$ cat config.mk
export PLATFORM = sky130hd
export DESIGN_NAME = crossbar_mem_slave
export DESIGN_NICKNAME = d
export VERILOG_FILES = /design/src/rtl/crossbar_mem_slave.sv
export SDC_FILE = /design/constraint.sdc
export NUM_CORES = 1
export LEC_CHECK = 0
export CAP_MARGIN = 20
export CORE_MARGIN = 3
export CORE_UTILIZATION = 40
export DETAILED_ROUTE_END_ITERATION = 16
export PLACE_DENSITY = 0.7
export SLEW_MARGIN = 20
export SYNTH_ARGS = -nofsm -noshare
export SYNTH_HDL_FRONTEND = slang
export SYNTH_SLANG_ARGS = --single-unit
$ cat constraint.sdc
create_clock -name clk -period 24.8 [get_ports clk]
set_clock_uncertainty 0.2 [all_clocks]
set_input_delay 7.44 -clock clk [delete_from_list [all_inputs] [get_ports clk]]
set_output_delay 7.44 -clock clk [all_outputs]
set_load 0.1 [all_outputs]
$ cat src/rtl/crossbar_mem_slave.sv
// Memory-backed slave for one crossbar_2m2s port: answers each req with a one-cycle ack after WAIT_CYCLES wait states.
// Optional access counters (wr_cnt/rd_cnt) are enabled by defining CROSSBAR_SLAVE_ACC_CNT_EN.
module crossbar_mem_slave #(
   parameter int DEPTH       = 16,
   parameter int WAIT_CYCLES = 2
) (
   input  logic        clk,
   input  logic        rst,
   input  logic        slave_req,
   input  logic        slave_cmd,
   input  logic [31:0] slave_addr,
   input  logic [31:0] slave_wdata,
   output logic        slave_ack,
   output logic [31:0] slave_rdata
`ifdef CROSSBAR_SLAVE_ACC_CNT_EN
   ,
   output logic [15:0] wr_cnt,
   output logic [15:0] rd_cnt
`endif
);

   localparam int         IDX_W  = $clog2(DEPTH);
   localparam logic [3:0] WAIT_N = 4'(WAIT_CYCLES);

   typedef enum logic [1:0] {
      S_IDLE,
      S_WAIT,
      S_ACK,
      S_GAP
   } state_t;

   state_t             state_q, state_d;
   logic [3:0]         cnt_q, cnt_d;
   logic               cmd_q, cmd_d;
   logic [IDX_W-1:0]   idx_q, idx_d;
   logic [31:0]        wdata_q, wdata_d;
   logic [31:0]        rdata_q;
   logic [31:0]        mem_q [DEPTH];

   logic               access;
   logic               acc_cmd;
   logic [IDX_W-1:0]   acc_idx;
   logic [31:0]        acc_wdata;

   // Upper address bits and the byte offset only alias onto the word index.
   logic               unused_addr;
   assign unused_addr = ^{slave_addr[31:IDX_W+2], slave_addr[1:0]};

   always_ff @(posedge clk or posedge rst) begin
      if (rst) begin
         state_q <= S_IDLE;
         cnt_q   <= '0;
         cmd_q   <= 1'b0;
         idx_q   <= '0;
         wdata_q <= '0;
      end else begin
         state_q <= state_d;
         cnt_q   <= cnt_d;
         cmd_q   <= cmd_d;
         idx_q   <= idx_d;
         wdata_q <= wdata_d;
      end
   end

   always_comb begin
      state_d   = state_q;
      cnt_d     = cnt_q;
      cmd_d     = cmd_q;
      idx_d     = idx_q;
      wdata_d   = wdata_q;
      access    = 1'b0;
      acc_cmd   = cmd_q;
      acc_idx   = idx_q;
      acc_wdata = wdata_q;
      unique case (state_q)
         S_IDLE: begin
            if (slave_req) begin
               cmd_d   = slave_cmd;
               idx_d   = slave_addr[IDX_W+1:2];
               wdata_d = slave_wdata;
               cnt_d   = WAIT_N;
               if (WAIT_N == 4'd0) begin
                  // Zero wait states: the access happens on the accepting edge itself.
                  access    = 1'b1;
                  acc_cmd   = slave_cmd;
                  acc_idx   = slave_addr[IDX_W+1:2];
                  acc_wdata = slave_wdata;
                  state_d   = S_ACK;
               end else begin
                  state_d = S_WAIT;
               end
            end
         end
         S_WAIT: begin
            cnt_d = cnt_q - 4'd1;
            if (cnt_q == 4'd1) begin
               access  = 1'b1;
               state_d = S_ACK;
            end
         end
         S_ACK:   state_d = S_GAP;
         S_GAP:   state_d = S_IDLE;
         default: state_d = S_IDLE;
      endcase
   end

   always_ff @(posedge clk or posedge rst) begin
      if (rst) begin
         mem_q   <= '{default: '0};
         rdata_q <= '0;
      end else if (access) begin
         if (acc_cmd) begin
            mem_q[acc_idx] <= acc_wdata;
         end else begin
            rdata_q <= mem_q[acc_idx];
         end
      end
   end

   assign slave_ack   = (state_q == S_ACK);
   assign slave_rdata = rdata_q;

`ifdef CROSSBAR_SLAVE_ACC_CNT_EN
   logic [15:0] wr_cnt_q, rd_cnt_q;

   // Saturating counters, stepped on the edge that performs the access.
   always_ff @(posedge clk or posedge rst) begin
      if (rst) begin
         wr_cnt_q <= '0;
         rd_cnt_q <= '0;
      end else if (access) begin
         if (acc_cmd) begin
            if (wr_cnt_q != 16'hFFFF) wr_cnt_q <= wr_cnt_q + 16'd1;
         end else begin
            if (rd_cnt_q != 16'hFFFF) rd_cnt_q <= rd_cnt_q + 16'd1;
         end
      end
   end

   assign wr_cnt = wr_cnt_q;
   assign rd_cnt = rd_cnt_q;
`endif

endmodule

After elaboration in Yosys (flattened, before gate mapping):

Index checks and enable logic that the tools add are counted.

* output and inout port bits: 33
* word-level logic and storage cells: 54
* register bits: 587
* input bits: 68

* add/sub/neg operators: 1
* equality and inequality tests: 6
* magnitude comparators: 2
* bitwise operators: 2
* reductions and logical operators: 8
* multiplexer cells: 13

Operators with widths (count)
* bitwise mux 512 bit: 1
* binary-select mux 32 bit (select 4 bit): 1
* demux 32 bit (select 4 bit): 1
* two-way mux 32 bit: 3
* AND reduction 2 bit: 5
* case mux 2 bit (4 select lines): 1
* case mux 4 bit (2 select lines): 1
* greater-or-equal comparator 5 bit, second input constant: 1
* less-than comparator 5 x 1 -> 1 bit, second input constant: 1
* inverter 4 -> 5 bit: 1
* == test 2 bit, second input constant: 2
* == test 4 x 1 -> 1 bit, second input constant: 1
* two-way mux 2 bit: 2
* two-way mux 4 bit: 1
* inequality test 2 bit, second input constant: 2
* subtractor 4 x 1 -> 4 bit, second input constant: 1
* == test 2 x 1 -> 1 bit, second input constant: 1
* logical NOT 2 bit: 1
* two-way mux 1 bit: 2
* nonzero test 2 bit: 1
* logical AND 1 bit: 1
* inverter 1 bit: 1

Logic depth before layout (Yosys ltp):

* word-level depth: 6
* mapped depth: 8
* mapped depth without buffers: 6

Worst setup path after synthesis:

Ideal clock, no wire load.

* path kind: flip-flop to output port
* from: register state_q[0]
* to: output slave_ack
* cell stages (with the launch flop): 3
* arrival: 1.245 ns
* path slack: 15.915 ns
* cells stage by stage: dfrtp_1 > inv_1 > ha_1

* longest elaborated chain between the ends: 1

RTL lines
* start, declared: line 32 `state_t state_q, state_d;`
* start signal, assigned: line 57 `state_q <= state_d;`
* == test 2 bit: line 120 `assign slave_ack = (state_q == S_ACK);`
* end, declared: line 13 `output logic slave_ack,`

No other way between the ends.

Final worst setup path:

Ends and elaborated chain as after synthesis.

==> flow_summary.json <==
{
  "worst_ep_required_time_ns": 17.16,
  "dp_slack_ns": 14.81,
  "path_class": "register to output pin",
  "power_switching_mw": 1.06,
  "die_x_um": 259,
  "internal-power_mw": 1.97,
  "fmax_ghz": 0.0994,
  "synth_top_family_by_area": "multiplexers",
  "synth.distinct_cells": 34,
  "synthXorXnorAreaFrac_pct": 0,
  "synth.largest_area_cell": "dfrtp_1",
  "nets": 1741,
  "multi_input_area_sq_mm": 0.0104,
  "drt-total-wl_mm": 58.6,
  "ir_drop_v": 0.0000567,
  "final_cell_area_sq_mm": 0.0292,
  "drtPass1Iterations": 6,
  "post_cts_buffers": 0,
  "cp_max_fo": 3,
  "core-area_sq_mm": 0.0633,
  "finalNonFillerCells": 2561,
  "hold_slack_ns": 0.284,
  "grt_max_degree": 115,
  "worst_setup_path_end_kind": "output pin",
  "tritoncts": "built",
  "portBuffers": 72,
  "vias_per_cell": 5.54,
  "synthTopCellsByArea": "dfrtp_1 57%, mux2_2 23%, mux4_2 8.3%",
  "period_share_pct": 40.6,
  "synth_seq_area_share_pct": 57.2,
  "syn-num-nets": 1713,
  "synth.cell_area_sq_mm": 0.0257,
  "hpwl_mm": 34.2,
  "yosys.area_share.adder_pct": 0.244,
  "post-route-min-period_ns": 10.06,
  "netlist.area_leader.share_pct": 57.2,
  "placed_area_sq_mm": 0.0272,
  "power_frac_comb_pct": 26.3,
  "fp.dieH_um": 259,
  "synthMuxAreaShare_pct": 35.0,
  "startpoint_type": "register",
  "antenna_cells": 0,
  "syn_avg_cell_area_sq_um": 15.7,
  "post_cts_resized": 0,
  "leakagePower_nw": 14.0,
  "antenna_found_initial": 0,
  "ios": 101,
  "mostFrequentLayoutCell": "dfrtp_1",
  "gp_congestion": 0.727,
  "syn_to_final_growth_pct": 13.8,
  "num_vias": 14195,
  "start_util_pct": 40.6,
  "synth_compound_area_share_pct": 3.29,
  "cts_buffer_depth": 3,
  "status": "completed",
  "drt_iter0_markers": 999,
  "cts_sinks": 587,
  "clk_pin_slew_ns": 0.06,
  "power_density_mw_per_mm2": 104,
  "synth-simple-area-share_pct": 1.64,
  "overflow": 0,
  "rsz0062_at_grt": "false",
  "n_fill_cell": 5498,
  "place_inst": 2453,
  "setup_violations": 0,
  "fin_util_pct": 46.2,
  "postCtsHoldBufs": 0,
  "worst_pin_slew_ns": 1.05,
  "area.sequential_sq_mm": 0.0147,
  "cts_made_buffers": 59,
  "ys_seq_elements": 587,
  "grt_pass1_vias": 15623,
  "finalSetupTns_ns": 0,
  "cap_violations": 0,
  "grt_usage_pct": 17.7,
  "hold_viol": 0,
  "p_seq_share_pct": 44.1,
  "cts_root_buffer": "clkbuf_16",
  "ys_warn_count": 0,
  "ff2ff_path_depth": 5,
  "swShare_pct": 34.9,
  "routedWlPerCell_um": 22.9,
  "post_route_cells_drive_above_1_share_pct": 45.1,
  "hold_path_depth": 1,
  "ant_nets": 0,
  "cp_data_arrival_time_ns": 2.42,
  "p_total_mw": 3.03,
  "rows": 92,
  "synthCells": 1640,
  "final.setup.worst_slack_ns": 14.74,
  "relSlewSlack_pct": 29.5,
  "h-tree-depth": 2,
  "finalMaxSlewViolations": 0,
  "grt_pass1_wl_mm": 92.2,
  "die_area_sq_mm": 0.0673,
  "route.detailed.drc": 0,
  "clk_latency_ns": 0.61,
  "layout_common_cells": "584 x dfrtp_1, 518 x mux2_2, 95 x mux4_2",
  "min_path_type": "register to register",
  "p_clk_share_pct": 29.5
}
path summary, 6_finish.rpt:
kind | startpoint | end | slack, ns
setup reg to reg | acc_idx[2]$_DFFE_PP0P_ | mem_q[288]$_DFFE_PP0P_ | 20.79
hold reg to reg | mem_q[339]$_DFFE_PP0P_ | mem_q[339]$_DFFE_PP0P_ | 0.28
max in group asynchronous | rst | mem_q[433]$_DFFE_PP0P_ | 15.61
setup / recovery | state_q[0]$_DFFE_PP0P_ | slave_ack | 14.74
min in group asynchronous | rst | mem_q[477]$_DFFE_PP0P_ | 7.18
hold / removal | mem_q[339]$_DFFE_PP0P_ | mem_q[339]$_DFFE_PP0P_ | 0.28
power groups by stage:
stage          logic, mW  clock network [mW]  registers (mW)
3_5_place_dp       0.808                   0            1.35
6_report           0.799               0.896            1.34
2_1_floorplan      0.526                   0            1.39
3_3_place_gp       0.798                   0            1.34
4_1_cts            0.810               0.920            1.34
5_1_grt            0.851               0.958            1.37
flip-flops by register name, summed over array words and instances (netlist names):
register,flops
slave_rdata,32
acc_cmd,1
mem_q,512
acc_wdata,32
cnt_q,4
state_q,2
acc_idx,4
worst max-delay path, stage by stage, from the launching register on:
cell and delay [ns]:
dfrtp_1 0.40, inv_1 0.09, ha_1 0.17, clkdlybuf4s50_1 1.15
per-layer routing:
| metal | GRT usage (%) | part of all wire [%] | up-vias |
|---|---|---|---|
| met1 | 22.7 | 42 | 7702 |
| met3 | 2.56 | 3.7 | 93 |
| met4 | 5.36 | 2.7 | 0 |
| met2 | 31.0 | 51 | 220 |
| met5 | 0 | 0 | - |
| li1 | - | - | 6180 |
logic make-up after synthesis:
family / Yosys count
buffers and inverters: 149
AOI/OAI and AO/OA: 104
DFF: 587
and+or+nand+nor: 84
adders and majority gates: 5
muxes: 711
cell usage after synthesis:
master	instances
a211oi_1	1
a21boi_0	1
a222oi_1	27
a22o_1	2
a22oi_1	38
a32oi_1	1
and2_1	1
and4bb_1	1
and4bb_2	2
buf_1	6
buf_2	66
buf_4	1
buf_6	4
clkbuf_1	65
dfrtp_1	587
ha_1	5
inv_1	7
mux2_1	31
mux2_2	518
mux2i_1	67
mux4_2	95
nand2_1	40
nand2b_1	3
nand3_1	10
nand4_1	1
nand4b_1	2
nor2_1	13
nor2b_1	2
nor3_1	3
nor3_2	3
o211ai_1	31
o21ai_0	3
or3b_1	2
or3b_4	1
cell type report:
type                       instances  share of cell area (%)
clock inverter                    15                   0.527
multi-input combinational        904                    35.7
tap                              846                    3.62
inverter                           7                   0.116
clock buffer                      93                    6.24
sequential                       587                    50.3
timing repair buffer             109                    3.47
Note: power is estimated with default switching activity, not from simulation.
